**src/rtl/seg_pkg.sv**
```systemverilog
// Shared definitions for the 7-segment display blocks: digit width,
// default parameter values and the digit-select helper.
package seg_pkg;

  localparam int SEG_DIGIT_W            = 4;
  localparam int SEG_MAX_DIGITS         = 8;
  localparam int SEG_NUM_DIGITS_DEF     = 6;
  localparam int SEG_CLK_DIV_DEF        = 50000;
  localparam bit SEG_SEL_ACTIVE_LOW_DEF = 1'b1;

  // One-hot select for digit idx, inverted when the common lines are active low.
  // Callers keep only the low NUM_DIGITS bits.
  function automatic logic [SEG_MAX_DIGITS-1:0] sel_onehot(input logic [2:0] idx,
                                                           input logic       active_low);
    logic [SEG_MAX_DIGITS-1:0] oh;
    oh      = '0;
    oh[idx] = 1'b1;
    return active_low ? ~oh : oh;
  endfunction

endpackage

```
**src/rtl/seg_scan_if.sv**
```systemverilog
// Host-side bundle of the scanner: value/load/control in, digit nibble,
// digit select and pending flag out.
interface seg_scan_if
  import seg_pkg::*;
#(
  parameter int NUM_DIGITS = SEG_NUM_DIGITS_DEF
);

  logic [SEG_DIGIT_W*NUM_DIGITS-1:0] data_in;
  logic                              load;
  logic                              en;
  logic                              blank_lz;
  logic [SEG_DIGIT_W-1:0]            data_disp;
  logic [NUM_DIGITS-1:0]             sel;
  logic                              pending;

  modport master (
    output data_in, load, en, blank_lz,
    input  data_disp, sel, pending
  );

  modport slave (
    input  data_in, load, en, blank_lz,
    output data_disp, sel, pending
  );

endinterface

```
**src/rtl/tick_gen.sv**
```systemverilog
// Free-running prescaler: counts 0..DIV-1 and flags the last count.
module tick_gen #(
  parameter int DIV = 4
) (
  input  logic clk,
  input  logic rst,
  output logic tick
);

  localparam int               W        = (DIV > 1) ? $clog2(DIV) : 1;
  localparam logic [W-1:0]     CNT_LAST = W'(DIV - 1);

  logic [W-1:0] div_cnt_q, div_cnt_d;

  // Next count: wrap to zero after the last slot cycle.
  always_comb begin
    div_cnt_d = div_cnt_q + 1'b1;
    if (div_cnt_q == CNT_LAST) begin
      div_cnt_d = '0;
    end
  end

  // Counter register.
  always_ff @(posedge clk) begin
    if (rst) begin
      div_cnt_q <= '0;
    end else begin
      div_cnt_q <= div_cnt_d;
    end
  end

  assign tick = (div_cnt_q == CNT_LAST);

endmodule

```
**src/rtl/seg_scan.sv**
```systemverilog
// Time-multiplexed digit scanner. New values are staged in pend and only
// committed to disp at a frame boundary, so a frame never mixes two values.
module seg_scan
  import seg_pkg::*;
#(
  parameter int NUM_DIGITS     = SEG_NUM_DIGITS_DEF,
  parameter int CLK_DIV        = SEG_CLK_DIV_DEF,
  parameter bit SEL_ACTIVE_LOW = SEG_SEL_ACTIVE_LOW_DEF
) (
  input  logic       clk,
  input  logic       rst,
  seg_scan_if.slave  bus
);

  localparam int                    IDX_W    = $clog2(NUM_DIGITS);
  localparam int                    DATA_W   = SEG_DIGIT_W * NUM_DIGITS;
  localparam logic [IDX_W-1:0]      IDX_LAST = IDX_W'(NUM_DIGITS - 1);
  localparam logic [NUM_DIGITS-1:0] SEL_IDLE = SEL_ACTIVE_LOW ? '1 : '0;

  logic                   tick;
  logic                   frame_end;
  logic [IDX_W-1:0]       idx_q, idx_d;
  logic [DATA_W-1:0]      disp_q, disp_d;
  logic [DATA_W-1:0]      pend_q, pend_d;
  logic                   pending_q, pending_d;
  logic [SEG_DIGIT_W-1:0] data_disp_q, data_disp_d;
  logic [NUM_DIGITS-1:0]  sel_q, sel_d;
  logic [SEG_DIGIT_W-1:0] nib [NUM_DIGITS];
  logic [NUM_DIGITS-1:0]  blank;
  logic [SEG_MAX_DIGITS-1:0] sel_full;

  tick_gen #(
    .DIV (CLK_DIV)
  ) u_tick (
    .clk  (clk),
    .rst  (rst),
    .tick (tick)
  );

  assign frame_end = tick && (idx_q == IDX_LAST);

  // Per-digit nibble split and leading-zero detection (digit 0 is never blanked).
  for (genvar gi = 0; gi < NUM_DIGITS; gi++) begin : g_digit
    assign nib[gi] = disp_q[gi*SEG_DIGIT_W +: SEG_DIGIT_W];
    if (gi == 0) begin : g_lsd
      assign blank[gi] = 1'b0;
    end else begin : g_upper
      assign blank[gi] = bus.blank_lz && (disp_q[DATA_W-1:gi*SEG_DIGIT_W] == '0);
    end
  end

  // Digit index, load staging/commit and the next output values.
  always_comb begin
    idx_d       = idx_q;
    disp_d      = disp_q;
    pend_d      = pend_q;
    pending_d   = pending_q;
    data_disp_d = nib[idx_q];
    sel_d       = SEL_IDLE;
    sel_full    = sel_onehot(3'(idx_q), SEL_ACTIVE_LOW);

    if (tick) begin
      idx_d = frame_end ? '0 : idx_q + 1'b1;
    end

    // A load coinciding with the boundary bypasses pend and wins over it.
    if (bus.load && !frame_end) begin
      pend_d    = bus.data_in;
      pending_d = 1'b1;
    end else if (frame_end && bus.load) begin
      disp_d    = bus.data_in;
      pending_d = 1'b0;
    end else if (frame_end && pending_q) begin
      disp_d    = pend_q;
      pending_d = 1'b0;
    end

    if (bus.en && !blank[idx_q]) begin
      sel_d = sel_full[NUM_DIGITS-1:0];
    end
  end

  // State and output registers.
  always_ff @(posedge clk) begin
    if (rst) begin
      idx_q       <= '0;
      disp_q      <= '0;
      pend_q      <= '0;
      pending_q   <= 1'b0;
      data_disp_q <= '0;
      sel_q       <= SEL_IDLE;
    end else begin
      idx_q       <= idx_d;
      disp_q      <= disp_d;
      pend_q      <= pend_d;
      pending_q   <= pending_d;
      data_disp_q <= data_disp_d;
      sel_q       <= sel_d;
    end
  end

  assign bus.data_disp = data_disp_q;
  assign bus.sel       = sel_q;
  assign bus.pending   = pending_q;

endmodule

```
**src/flat_wrapper.sv**
```systemverilog
// flat-port wrapper written by rule: the top's interface ports become plain ports
module seg_scan_flat import seg_pkg::*;
#(
  parameter int NUM_DIGITS     = SEG_NUM_DIGITS_DEF,
  parameter int CLK_DIV        = SEG_CLK_DIV_DEF,
  parameter bit SEL_ACTIVE_LOW = SEG_SEL_ACTIVE_LOW_DEF
)
  (clk, rst, bus_data_in, bus_load, bus_en, bus_blank_lz, bus_data_disp, bus_sel, bus_pending);
  seg_scan_if #(.NUM_DIGITS(NUM_DIGITS)) bus_i ();
  input  logic clk;
  input  logic rst;
  input wire logic [$bits(bus_i.data_in)-1:0] bus_data_in;
  input wire logic [$bits(bus_i.load)-1:0] bus_load;
  input wire logic [$bits(bus_i.en)-1:0] bus_en;
  input wire logic [$bits(bus_i.blank_lz)-1:0] bus_blank_lz;
  output wire logic [$bits(bus_i.data_disp)-1:0] bus_data_disp;
  output wire logic [$bits(bus_i.sel)-1:0] bus_sel;
  output wire logic [$bits(bus_i.pending)-1:0] bus_pending;
  assign bus_i.data_in = bus_data_in;
  assign bus_i.load = bus_load;
  assign bus_i.en = bus_en;
  assign bus_i.blank_lz = bus_blank_lz;
  assign bus_data_disp = bus_i.data_disp;
  assign bus_sel = bus_i.sel;
  assign bus_pending = bus_i.pending;
  seg_scan #(.NUM_DIGITS(NUM_DIGITS), .CLK_DIV(CLK_DIV), .SEL_ACTIVE_LOW(SEL_ACTIVE_LOW)) u_core (.clk(clk), .rst(rst), .bus(bus_i));
endmodule
```
**config.mk**
```make
export PLATFORM = sky130hd
export DESIGN_NAME = seg_scan_flat
export DESIGN_NICKNAME = d
export VERILOG_FILES = /design/src/rtl/seg_pkg.sv /design/src/rtl/seg_scan_if.sv /design/src/rtl/tick_gen.sv /design/src/rtl/seg_scan.sv /design/src/flat_wrapper.sv
export SDC_FILE = /design/constraint.sdc
export NUM_CORES = 1
export LEC_CHECK = 0
export CORE_ASPECT_RATIO = 0.9
export CORE_UTILIZATION = 45
export DETAILED_ROUTE_END_ITERATION = 10
export HOLD_SLACK_MARGIN = 0.15
export PLACE_DENSITY = 0.66
export SLEW_MARGIN = 20
export SYNTH_ARGS = -nofsm -noshare
export SYNTH_HDL_FRONTEND = slang
export SYNTH_SLANG_ARGS = --single-unit
```
**constraint.sdc**
```tcl
create_clock -name clk -period 2.4 [get_ports clk]
set_input_delay 0.48 -clock clk [delete_from_list [all_inputs] [get_ports clk]]
set_output_delay 0.48 -clock clk [all_outputs]
set_load 0.005 [all_outputs]
```
==> insert_results.sql <==
INSERT INTO impl_metrics (metric_group, metric, value, unit) VALUES
('status', 'status', 'completed', ''),
('timing', 'grt_setup_unrepaired', 'no', ''),
('timing', 'final.min_clock_period', '2.09', 'ns'),
('critical_path', 'critical_path_required', '2.64', 'ns'),
('critical_path', 'timing.critical_path.buf_inv', '0', ''),
('critical_path', 'worstSetupStartpointType', 'flop', ''),
('critical_path', 'worst_r2r_endpoint', 'u_core.disp_q[1]', ''),
('critical_path', 'r2r.worst_path.cells', '4', ''),
('logic_synthesis', 'netlist.area_leader.share', '41.1', '%'),
('routing', 'detail-route-antenna-nets', '0', ''),
('logic_synthesis', 'async_reset_ff_share', '0', '%'),
('floorplanning', 'core-area', '8110', 'um2'),
('clocking', 'clk_latency', '0.36', 'ns'),
('placed_design', 'io_buffer_count', '39', ''),
('timing', 'report.final.hold_viol_count', '0', ''),
('pwr', 'cell_internal_pwr', '1.94', 'mW'),
('routing', 'vias_per_cell', '5.80', ''),
('pwr', 'combinational_group_share_of_total_power', '9.0', '%'),
('timing', 'timing.fmax', '478', 'MHz'),
('critical_path', 'ff2ff_setup_slack', '0.31', 'ns'),
('logic_synthesis', 'synth_compound_area_share', '21.8', '%'),
('timing', 'report.final.setup_viol', '0', ''),
('floorplanning', 'rows', '31', ''),
('min_path', 'min_path_type', 'reg2reg', ''),
('final_layout', 'synthToLayoutAreaGrowth', '16.8', '%'),
('logic_synthesis', 'ys_ff_latch', '78', ''),
('logic_synthesis', 'mux_contribution_to_synthesized_area', '2.87', '%'),
('pwr', 'power_density', '581', 'nW/um2'),
('critical_path', 'r2r_start', 'u_core.u_tick.div_cnt_q[7]', ''),
('final_layout', 'area_of_the_multi_input_gates', '2060', 'um2'),
('critical_path', 'path_class', 'reg2reg', ''),
('placed_design', 'gp_congestion', '0.828', ''),
('pwr', 'cellLeakagePower', '1.60', 'nW'),
('logic_synthesis', 'syn_area', '3800', 'um2'),
('grt', 'grt.overflow.total', '0', ''),
('clocking', 'cts.reportedPaths.clkPinSlew', '0.08', 'ns'),
('clocking', 'cts_made_buffers', '9', ''),
('grt', 'initial_antenna_violation_count', '0', ''),
('clocking', 'cts_tree', 'yes', ''),
('floorplanning', 'fp.dieArea', '8810', 'um2'),
('clocking', 'clock_path_buffers', '2', ''),
('placed_design', 'dp_hpwl', '5870', 'um'),
('critical_path', 'cpLargestDelayFamily', 'simple AND/OR/NAND/NOR gates', ''),
('final_layout', 'drive_gt1_share', '7.56', '%'),
('clocking', 'cts_repair_resize_count', '0', ''),
('routing', 'drt-initial-drc-count', '180', ''),
('logic_synthesis', 'ys_warn_count', '0', ''),
('routing', 'wirelength', '8600', 'um'),
('clocking', 'cts_root_buffer', 'clkbuf_8', ''),
('min_path', 'whs_endpoint', 'u_core.disp_q[0]', ''),
('logic_synthesis', 'synth_largest_area_cell', 'dfxtp_1', ''),
('timing', 'timing_max_transition_violations_final', '0', ''),
('clocking', 'postCtsHoldBufs', '0', ''),
('timing', 'timing.max_slew.rel_slack', '26.2', '%'),
('grt', 'grt_first_pass_wirelength', '14000', 'um'),
('floorplanning', 'fp.dieH', '89.1', 'um'),
('logic_synthesis', 'yosys.area_share.xor_xnor', '3.23', '%'),
('routing', 'dr_total_vias', '3257', ''),
('logic_synthesis', 'synth_ff_type', 'dfxtp_1', ''),
('floorplanning', 'boundaryPins', '40', ''),
('grt', 'number_of_global_route_vias_before_repair', '2915', ''),
('final_layout', 'fillers', '759', ''),
('routing', 'drt_first_pass_iters', '4', ''),
('pwr', 'sw_frac_of_total', '24.8', '%'),
('clocking', 'clkSinkCount', '78', ''),
('min_path', 'hold-path-cell-count', '1', ''),
('logic_synthesis', 'postSynthNetCount', '467', ''),
('pwr', 'share_of_total_power_in_the_clock_network', '38.3', '%'),
('logic_synthesis', 'synth_simple_gate_area_share', '25.4', '%'),
('routing', 'wire_per_inst', '15.3', 'um'),
('clocking', 'post_cts_setup_buffer_count', '0', '');
==> cells in the final DEF (no fill, tap or decap), drive strengths merged, types with 5 or more instances in the layout <==
cell           synthesis  routed
nor3                   7       7
buf                    8      13
dfxtp                 78      78
nand4                  5       5
o311ai                24      24
nand3                  7       7
o2bb2ai               24      24
clkbuf                30      10
nor2                  54      54
inv                    6       7
nor4                   8       8
nand4b                24      24
xnor2                 13      13
a21oi                 27      27
nand2                 33      33
o21bai                24      24
clkdlybuf4s50          0      37
nor2b                 28      28
==> flip-flops by register name, indices dropped and copies added (netlist names) <==
| signal | count |
|---|---|
| u_core.bus.pending | 1 |
| u_core.pend_q | 24 |
| u_core.idx_q | 3 |
| u_core.u_tick.div_cnt_q | 16 |
| u_core.disp_q | 24 |
| u_core.bus.data_disp | 4 |
| u_core.bus.sel | 6 |
==> cell families (layout without fill, tap and decap cells) <==
kind of cell	Yosys count	in the layout
AO/OA/AOI/OAI	111	111
XOR/XNOR	14	14
adder cells (fa/ha/maj)	3	3
buffers and inverters	44	72
flip-flops	78	78
multiplexers	8	8
AND/OR/NAND/NOR	177	177
==> cell type report <==
cell class | count | area share (%)
clock buffers | 10 | 2.88
clock inverters | 6 | 1.61
inverters | 6 | 0.508
multi-input cells | 313 | 46.6
flip-flops and latches | 78 | 35.2
well taps | 99 | 2.79
repair buffers | 50 | 10.4
==> per-stage QoR <==
step                      hold slack, ns  instance area, um2  cells  setup slack [ns]  util (%)
after global routing               0.488                4430    562             0.167      54.7
after floorplan                    0.428                3800    435             0.463         -
final                              0.472                4430    562             0.309      54.7
after global placement             0.449                4240    546             0.354      52.2
after detailed placement           0.453                4240    546             0.295      52.2
after CTS                          0.477                4430    562             0.287      54.7
==> routing by layer <==
layer | track usage [%] | routed length [um] | share of wire (%)
met3 | 6.02 | 465 | 5.4
met2 | 33.0 | 3890 | 45
met4 | 7.06 | 76 | 0.88
met5 | 0 | 0 | 0
met1 | 25.9 | 4170 | 49
==> how the worst max path moves through the flow <==
stage / to / startpoint / slack [ns]
2_1_floorplan: u_core.u_tick.div_cnt_q[10] / u_core.u_tick.div_cnt_q[7] / 0.46
3_3_place_gp: u_core.disp_q[4] / u_core.u_tick.div_cnt_q[7] / 0.35
3_5_place_dp: u_core.disp_q[15] / u_core.u_tick.div_cnt_q[7] / 0.29
4_1_cts: u_core.disp_q[23] / u_core.u_tick.div_cnt_q[7] / 0.29
5_1_grt: u_core.disp_q[1] / u_core.u_tick.div_cnt_q[7] / 0.17
6_report: u_core.disp_q[1] / u_core.u_tick.div_cnt_q[7] / 0.31
==> power groups by stage <==
stage	combinational, mW	sequential, mW	clock, mW
3_5_place_dp	0.234	1.39	0
5_1_grt	0.258	1.36	1.08
6_report	0.233	1.36	0.988
3_3_place_gp	0.226	1.38	0
2_1_floorplan	0.150	1.38	0
4_1_cts	0.235	1.36	1.02
Power figures use the tool's default switching activity.
